<file path="src/rtl/lock_access_ctrl_if.sv">
// Write-request bus between the requesters and the lock access controller.
// Each requester holds req until it sees its own ack or err pulse.
interface lock_access_ctrl_if #(
    parameter int NREQ = 4
);
    logic [NREQ-1:0]    req;
    logic [16*NREQ-1:0] wdata;
    logic [NREQ-1:0]    ack;
    logic [NREQ-1:0]    err;

    modport master (output req, output wdata, input ack, input err);
    modport slave  (input req, input wdata, output ack, output err);
endinterface

</file>
<file path="src/rtl/lock_access_ctrl.sv">
// Round-robin write arbiter gated by a sticky lock, plus the two-word debug
// unlock sequence with inter-word timeout and failed-attempt lockout.
module lock_access_ctrl #(
    parameter int          NREQ     = 4,
    parameter logic [15:0] KEY0     = 16'hA5C3,
    parameter logic [15:0] KEY1     = 16'h3C5A,
    parameter int          TIMEOUT  = 16,
    parameter int          MAX_FAIL = 3
) (
    input  logic                clk,
    input  logic                resetn,
    lock_access_ctrl_if.slave   wr,
    input  logic                lock_set,
    input  logic                key_valid,
    input  logic [15:0]         key_data,
    input  logic                debug_relock,
    output logic                reg_write,
    output logic [15:0]         reg_wdata,
    output logic                lock_status,
    output logic                debug_unlocked,
    output logic                lockout
);
    localparam int PW = (NREQ > 1) ? $clog2(NREQ) : 1;
    localparam int TW = $clog2(TIMEOUT) + 1;
    localparam int FW = $clog2(MAX_FAIL + 1);

    typedef enum logic [0:0] {IDLE, HOLD} arb_state_t;
    typedef enum logic [1:0] {K_IDLE, K_GOT0, K_UNLOCKED, K_LOCKOUT} key_state_t;

    arb_state_t      arb_reg, arb_next;
    key_state_t      key_reg, key_next;
    logic [PW-1:0]   ptr_reg, ptr_next;
    logic [NREQ-1:0] ack_reg, ack_next;
    logic [NREQ-1:0] err_reg, err_next;
    logic            reg_write_reg, reg_write_next;
    logic [15:0]     reg_wdata_reg, reg_wdata_next;
    logic            lock_reg, lock_next;
    logic            du_reg, du_next;
    logic            lockout_reg, lockout_next;
    logic [TW-1:0]   timer_reg, timer_next;
    logic [FW-1:0]   fail_reg, fail_next;

    logic [15:0]     wdata_slice [NREQ];
    logic [PW-1:0]   win;
    logic [PW-1:0]   cand;
    logic            found;
    logic            allowed;
    logic            fail_event;

    for (genvar gi = 0; gi < NREQ; gi++) begin : g_slice
        assign wdata_slice[gi] = wr.wdata[16*gi +: 16];
    end

    // Uses the registered lock/debug flags, so a lock_set on the grant edge
    // does not block that grant.
    assign allowed = ~lock_reg | du_reg;

    always_comb begin
        win   = '0;
        cand  = '0;
        found = 1'b0;
        for (int k = 0; k < NREQ; k++) begin
            cand = PW'((int'(ptr_reg) + k) % NREQ);
            if (!found && wr.req[cand]) begin
                found = 1'b1;
                win   = cand;
            end
        end
    end

    always_comb begin
        arb_next       = arb_reg;
        ptr_next       = ptr_reg;
        ack_next       = '0;
        err_next       = '0;
        reg_write_next = 1'b0;
        reg_wdata_next = reg_wdata_reg;
        case (arb_reg)
            IDLE: begin
                if (found) begin
                    if (allowed) begin
                        ack_next[win]  = 1'b1;
                        reg_write_next = 1'b1;
                        reg_wdata_next = wdata_slice[win];
                    end else begin
                        err_next[win]  = 1'b1;
                    end
                    ptr_next = (int'(win) == NREQ - 1) ? '0 : win + PW'(1);
                    arb_next = HOLD;
                end
            end
            HOLD:    arb_next = IDLE;
            default: arb_next = IDLE;
        endcase
    end

    assign lock_next = lock_reg | lock_set;

    always_comb begin
        key_next     = key_reg;
        timer_next   = timer_reg;
        fail_next    = fail_reg;
        du_next      = du_reg;
        lockout_next = lockout_reg;
        fail_event   = 1'b0;
        case (key_reg)
            K_IDLE: begin
                if (key_valid) begin
                    if (key_data == KEY0) begin
                        key_next   = K_GOT0;
                        timer_next = '0;
                    end else begin
                        fail_event = 1'b1;
                    end
                end
            end
            K_GOT0: begin
                if (key_valid) begin
                    if (key_data == KEY1) begin
                        fail_next = '0;
                        du_next   = ~debug_relock;
                        key_next  = debug_relock ? K_IDLE : K_UNLOCKED;
                    end else begin
                        fail_event = 1'b1;
                    end
                end else if (timer_reg == TW'(TIMEOUT - 1)) begin
                    fail_event = 1'b1;
                end else begin
                    timer_next = timer_reg + TW'(1);
                end
            end
            K_UNLOCKED: begin
                if (debug_relock) begin
                    du_next  = 1'b0;
                    key_next = K_IDLE;
                end
            end
            K_LOCKOUT: du_next = 1'b0;
            default:   key_next = K_IDLE;
        endcase
        if (fail_event) begin
            fail_next = fail_reg + FW'(1);
            if (fail_next == FW'(MAX_FAIL)) begin
                lockout_next = 1'b1;
                key_next     = K_LOCKOUT;
            end else begin
                key_next     = K_IDLE;
            end
        end
    end

    always_ff @(posedge clk) begin
        if (!resetn) begin
            arb_reg       <= IDLE;
            key_reg       <= K_IDLE;
            ptr_reg       <= '0;
            ack_reg       <= '0;
            err_reg       <= '0;
            reg_write_reg <= 1'b0;
            reg_wdata_reg <= '0;
            lock_reg      <= 1'b0;
            du_reg        <= 1'b0;
            lockout_reg   <= 1'b0;
            timer_reg     <= '0;
            fail_reg      <= '0;
        end else begin
            arb_reg       <= arb_next;
            key_reg       <= key_next;
            ptr_reg       <= ptr_next;
            ack_reg       <= ack_next;
            err_reg       <= err_next;
            reg_write_reg <= reg_write_next;
            reg_wdata_reg <= reg_wdata_next;
            lock_reg      <= lock_next;
            du_reg        <= du_next;
            lockout_reg   <= lockout_next;
            timer_reg     <= timer_next;
            fail_reg      <= fail_next;
        end
    end

    assign wr.ack         = ack_reg;
    assign wr.err         = err_reg;
    assign reg_write      = reg_write_reg;
    assign reg_wdata      = reg_wdata_reg;
    assign lock_status    = lock_reg;
    assign debug_unlocked = du_reg;
    assign lockout        = lockout_reg;
endmodule

</file>
<file path="src/flat_wrapper.sv">
// flat-port wrapper written by rule: the top's interface ports become plain ports
module lock_access_ctrl_flat 
#(
    parameter int          NREQ     = 4,
    parameter logic [15:0] KEY0     = 16'hA5C3,
    parameter logic [15:0] KEY1     = 16'h3C5A,
    parameter int          TIMEOUT  = 16,
    parameter int          MAX_FAIL = 3
)
  (clk, resetn, lock_set, key_valid, key_data, debug_relock, reg_write, reg_wdata, lock_status, debug_unlocked, lockout, wr_req, wr_wdata, wr_ack, wr_err);
  lock_access_ctrl_if #(.NREQ(NREQ)) wr_i ();
  input  logic clk;
  input  logic resetn;
  input  logic lock_set;
  input  logic key_valid;
  input  logic [15:0] key_data;
  input  logic debug_relock;
  output logic reg_write;
  output logic [15:0] reg_wdata;
  output logic lock_status;
  output logic debug_unlocked;
  output logic lockout;
  input wire logic [$bits(wr_i.req)-1:0] wr_req;
  input wire logic [$bits(wr_i.wdata)-1:0] wr_wdata;
  output wire logic [$bits(wr_i.ack)-1:0] wr_ack;
  output wire logic [$bits(wr_i.err)-1:0] wr_err;
  assign wr_i.req = wr_req;
  assign wr_i.wdata = wr_wdata;
  assign wr_ack = wr_i.ack;
  assign wr_err = wr_i.err;
  lock_access_ctrl #(.NREQ(NREQ), .KEY0(KEY0), .KEY1(KEY1), .TIMEOUT(TIMEOUT), .MAX_FAIL(MAX_FAIL)) u_core (.clk(clk), .resetn(resetn), .wr(wr_i), .lock_set(lock_set), .key_valid(key_valid), .key_data(key_data), .debug_relock(debug_relock), .reg_write(reg_write), .reg_wdata(reg_wdata), .lock_status(lock_status), .debug_unlocked(debug_unlocked), .lockout(lockout));
endmodule
</file>
<file path="config.mk">
export PLATFORM = sky130hd
export DESIGN_NAME = lock_access_ctrl_flat
export DESIGN_NICKNAME = d
export VERILOG_FILES = /design/src/rtl/lock_access_ctrl_if.sv /design/src/rtl/lock_access_ctrl.sv /design/src/flat_wrapper.sv
export SDC_FILE = /design/constraint.sdc
export NUM_CORES = 1
export LEC_CHECK = 0
export CORE_ASPECT_RATIO = 0.5
export CORE_MARGIN = 8
export CORE_UTILIZATION = 37
export CTS_BUF_LIST = sky130_fd_sc_hd__clkbuf_4 sky130_fd_sc_hd__clkbuf_8
export DETAILED_ROUTE_END_ITERATION = 12
export GPL_ROUTABILITY_DRIVEN = 0
export PLACE_DENSITY = 0.78
export SYNTH_ARGS = -nofsm -noshare
export SYNTH_HDL_FRONTEND = slang
export SYNTH_SLANG_ARGS = --single-unit
</file>
<file path="constraint.sdc">
create_clock -name clk -period 2.1 [get_ports clk]
set_input_delay 0.63 -clock clk [delete_from_list [all_inputs] [get_ports clk]]
set_output_delay 0.63 -clock clk [all_outputs]
set_load 0.1 [all_outputs]
</file>
==> impl_results.md <==
- RSZ-0062 raised after global routing: true
- Post-Place Cell Area: 0.00394 mm2
- DRC violations left: 0
- H-tree depth: 2
- Syn Inst Count: 240
- Post-synth EDFFs: 0
- Worst Hold Class: reg2reg
- Crit path cell chain: dlygate4sd2_1, nand4bb_4, nor4_4, nor2_2, or4_1, a31oi_1
- Fin Clk Skew: 0.0142 ns
- Slew @ Worst Pin: 0.394 ns
- Drt via density: 5.15
- Failing checks: negative setup slack
- I/O Buffers: 116
- Top-level port count: 117
- Die ar.: 0.00921 mm2
- Finish-stage setup viols: 1
- Cell Rows: 20
- First-pass GRT wire length: 12700 um
- Min Tclk post-route: 2.17 ns
- Initial antenna violation count: 0
- Final period util: 1.03
- Status: finished, violations left
- R2R Path End: u_core.key_reg[1]$_SDFFE_PN0P_
- Worst EP arrival: 2.38 ns
- CTS Buffer Depth: 2
- Normalized max-slew margin: 0.735
- Max stage delay cell, worst path: or4_1
- Total power: 0.00326 W
- Most common cell after layout, fill and taps aside: clkdlybuf4s50_1
- Most frequent cells in the layout: clkdlybuf4s50_1, dfxtp_1, buf_4
- Routed wire length: 8500 um
- Total grt overflow: 0
- Worst setup path start: key_data[2]
- Hold Violations, Final: 0
- Setup_tns: -0.0693 ns
- FF-to-FF Start: u_core.timer_reg[1]$_SDFFE_PN0P_
- Finished Cell Area: 0.00436 mm2
- Largest stage delay, worst path: 0.50 ns
- Avg Inst Size Synth: 9.66 um2
- Share of cells above drive strength 1: 0.283
- Max Cap Violations: 0
- CTS sink cnt: 40
- Layout area overhead: 88.2%
- Nets: 488
- Cell Area, Synth: 0.00232 mm2
- Unique masters post-synth: 49
- Worst setup SP type: input pin
- Number of synthesized register bits: 40
- Die span in y: 72.0 um
- Final cell count without fillers: 477
- Max-slew violation count: 0
- Worst hold stages: 2
- # placed instances: 459
- Setup crit end kind: flop
- Antenna fix cells: 0
- Largest net degree at the start of global routing: 19
- TritonCTS clock tree: done
- Vias: 2457
- Clock Tree Root: clkbuf_8
- Max IR drop VDD: 0.441 mV
- Reg clk slew, reported paths: 0.08 ns
- R2r setup slk: 0 ns
- Yosys warnings: 0
- Max Clk Rate: 461 MHz
- Worst Setup EP: u_core.key_reg[1]$_SDFFE_PN0P_
- Clk_lat worst skew: 0.30 ns
- Number of global-route vias before repair: 2645
- Req. time, crit path: 2.31 ns
- Crit path kind: in2reg
- ANT nets after route: 0
- Critical Path Fanout Max: 4
- Hold Slack: 0.488 ns
- Synthesized Nets: 340
- Largest register FFs: 16
- Worst reg2reg path depth: 8
- Post-detail-place hpwl: 6440 um
- Static Leak: 1.92 nW
- PwrDens: 748 mW/mm2
- WL/cell: 17.8 um
- Fin worst setup slack: -0.0693 ns
- GRT Overall Usage: 0.170
- DR pass1 iterations: 4
- First-iteration detailed-routing DRC count: 131
- Async SR Flop Fraction: 0
- Core region area: 0.00606 mm2
- Initial Utilization: 0.383
- Ys flop type: dfxtp_1
- Die Wd: 128 um
- Sequential share of the synthesized area: 0.345
- Clock buffers created by TritonCTS: 5
-- worst max-delay path, delay by kind of cell --
kind,cells,cell delay [ns]
AOI/OAI and AO/OA,1,0.21
buffers and inverters,1,0.24
and+or+nand+nor,4,1.28
-- how the worst min path moves through the flow --
stage / from / end / slack, ns
finish: u_core.fail_reg[0]$_SDFFE_PN0P_ / u_core.fail_reg[0]$_SDFFE_PN0P_ / 0.49
CTS: u_core.fail_reg[0]$_SDFFE_PN0P_ / u_core.fail_reg[0]$_SDFFE_PN0P_ / 0.48
global route: u_core.fail_reg[0]$_SDFFE_PN0P_ / u_core.fail_reg[0]$_SDFFE_PN0P_ / 0.51
floorplan: u_core.timer_reg[1]$_SDFFE_PN0P_ / u_core.timer_reg[1]$_SDFFE_PN0P_ / 0.44
detailed placement: u_core.fail_reg[0]$_SDFFE_PN0P_ / u_core.fail_reg[0]$_SDFFE_PN0P_ / 0.47
global placement: u_core.timer_reg[1]$_SDFFE_PN0P_ / u_core.timer_reg[1]$_SDFFE_PN0P_ / 0.45
-- cells by family (layout without fill, tap and decap cells) --
group,count (synthesis),count (layout),synth area share
AND/OR/NAND/NOR,81,81,0.237
AO/OA/AOI/OAI,53,53,0.165
flip-flops,40,40,0.345
multiplexers,34,34,0.147
buffers and inverters,21,170,0.0469
adder cells (fa/ha/maj),11,11,0.0594
-- repair_timing --
action	4_1_cts	5_1_grt
setup endpoints to repair	4	20
gates resized for setup	33	19
pin swaps	18	20
endpoints found under the hold margin	0	0
cloned	0	3
hold buffers	0	0
setup buffers	4	3
-- synthesized netlist by cell type (all sizes together), types with 2 or more instances --
cell type	instances	share of area
dfxtp	40	0.35
mux2i	34	0.15
nand2	23	0.037
o221ai	16	0.060
a21oi	14	0.032
nor2	12	0.021
ha	11	0.059
inv	11	0.018
o21ai	9	0.019
buf	8	0.026
and3	7	0.019
and2	6	0.016
nor3	6	0.017
and4bb	4	0.022
nand4bb	4	0.036
nor4	4	0.024
nand2b	3	0.0081
nand4	3	0.0081
o41ai	3	0.015
a21o	2	0.0065
a31oi	2	0.0054
clkbuf	2	0.0032
or3	2	0.0054
-- report_power, final --
part / leakage (nW) / internal (W) / switching [W]
clock network: 0.0548 / 0.000358 / 0.000301
registers: 0.329 / 0.000848 / 0.0000907
logic: 1.54 / 0.000766 / 0.000899
-- area by class of cell --
| type | count | area, um2 |
|---|---|---|
| multi-input cells | 179 | 1590 |
| inverters | 11 | 41.3 |
| fillers | 422 | 1690 |
| clock inverters | 3 | 46.3 |
| clock buffers | 5 | 68.8 |
| well taps | 88 | 110 |
| flip-flops and latches | 40 | 803 |
| repair buffers | 151 | 1700 |
-- routing by layer --
layer  track usage  up-vias  wire length, um  share of wire
met1         0.162     1186             3150           0.37
met4        0.0509        0               72         0.0085
met5             0        -                0              0
met2         0.347       68             4840           0.57
met3        0.0497        6              436          0.051
li1              -     1197                -              -
-- metrics by stage --
stage / util / worst slack (ns)
after floorplan: - / 0.0547
after global placement: 0.651 / -0.368
after detailed placement: 0.651 / -0.453
after CTS: 0.691 / -0.0139
after global routing: 0.720 / -0.106
final: 0.720 / -0.0693
No activity file was read; power rests on OpenSTA's default activity.
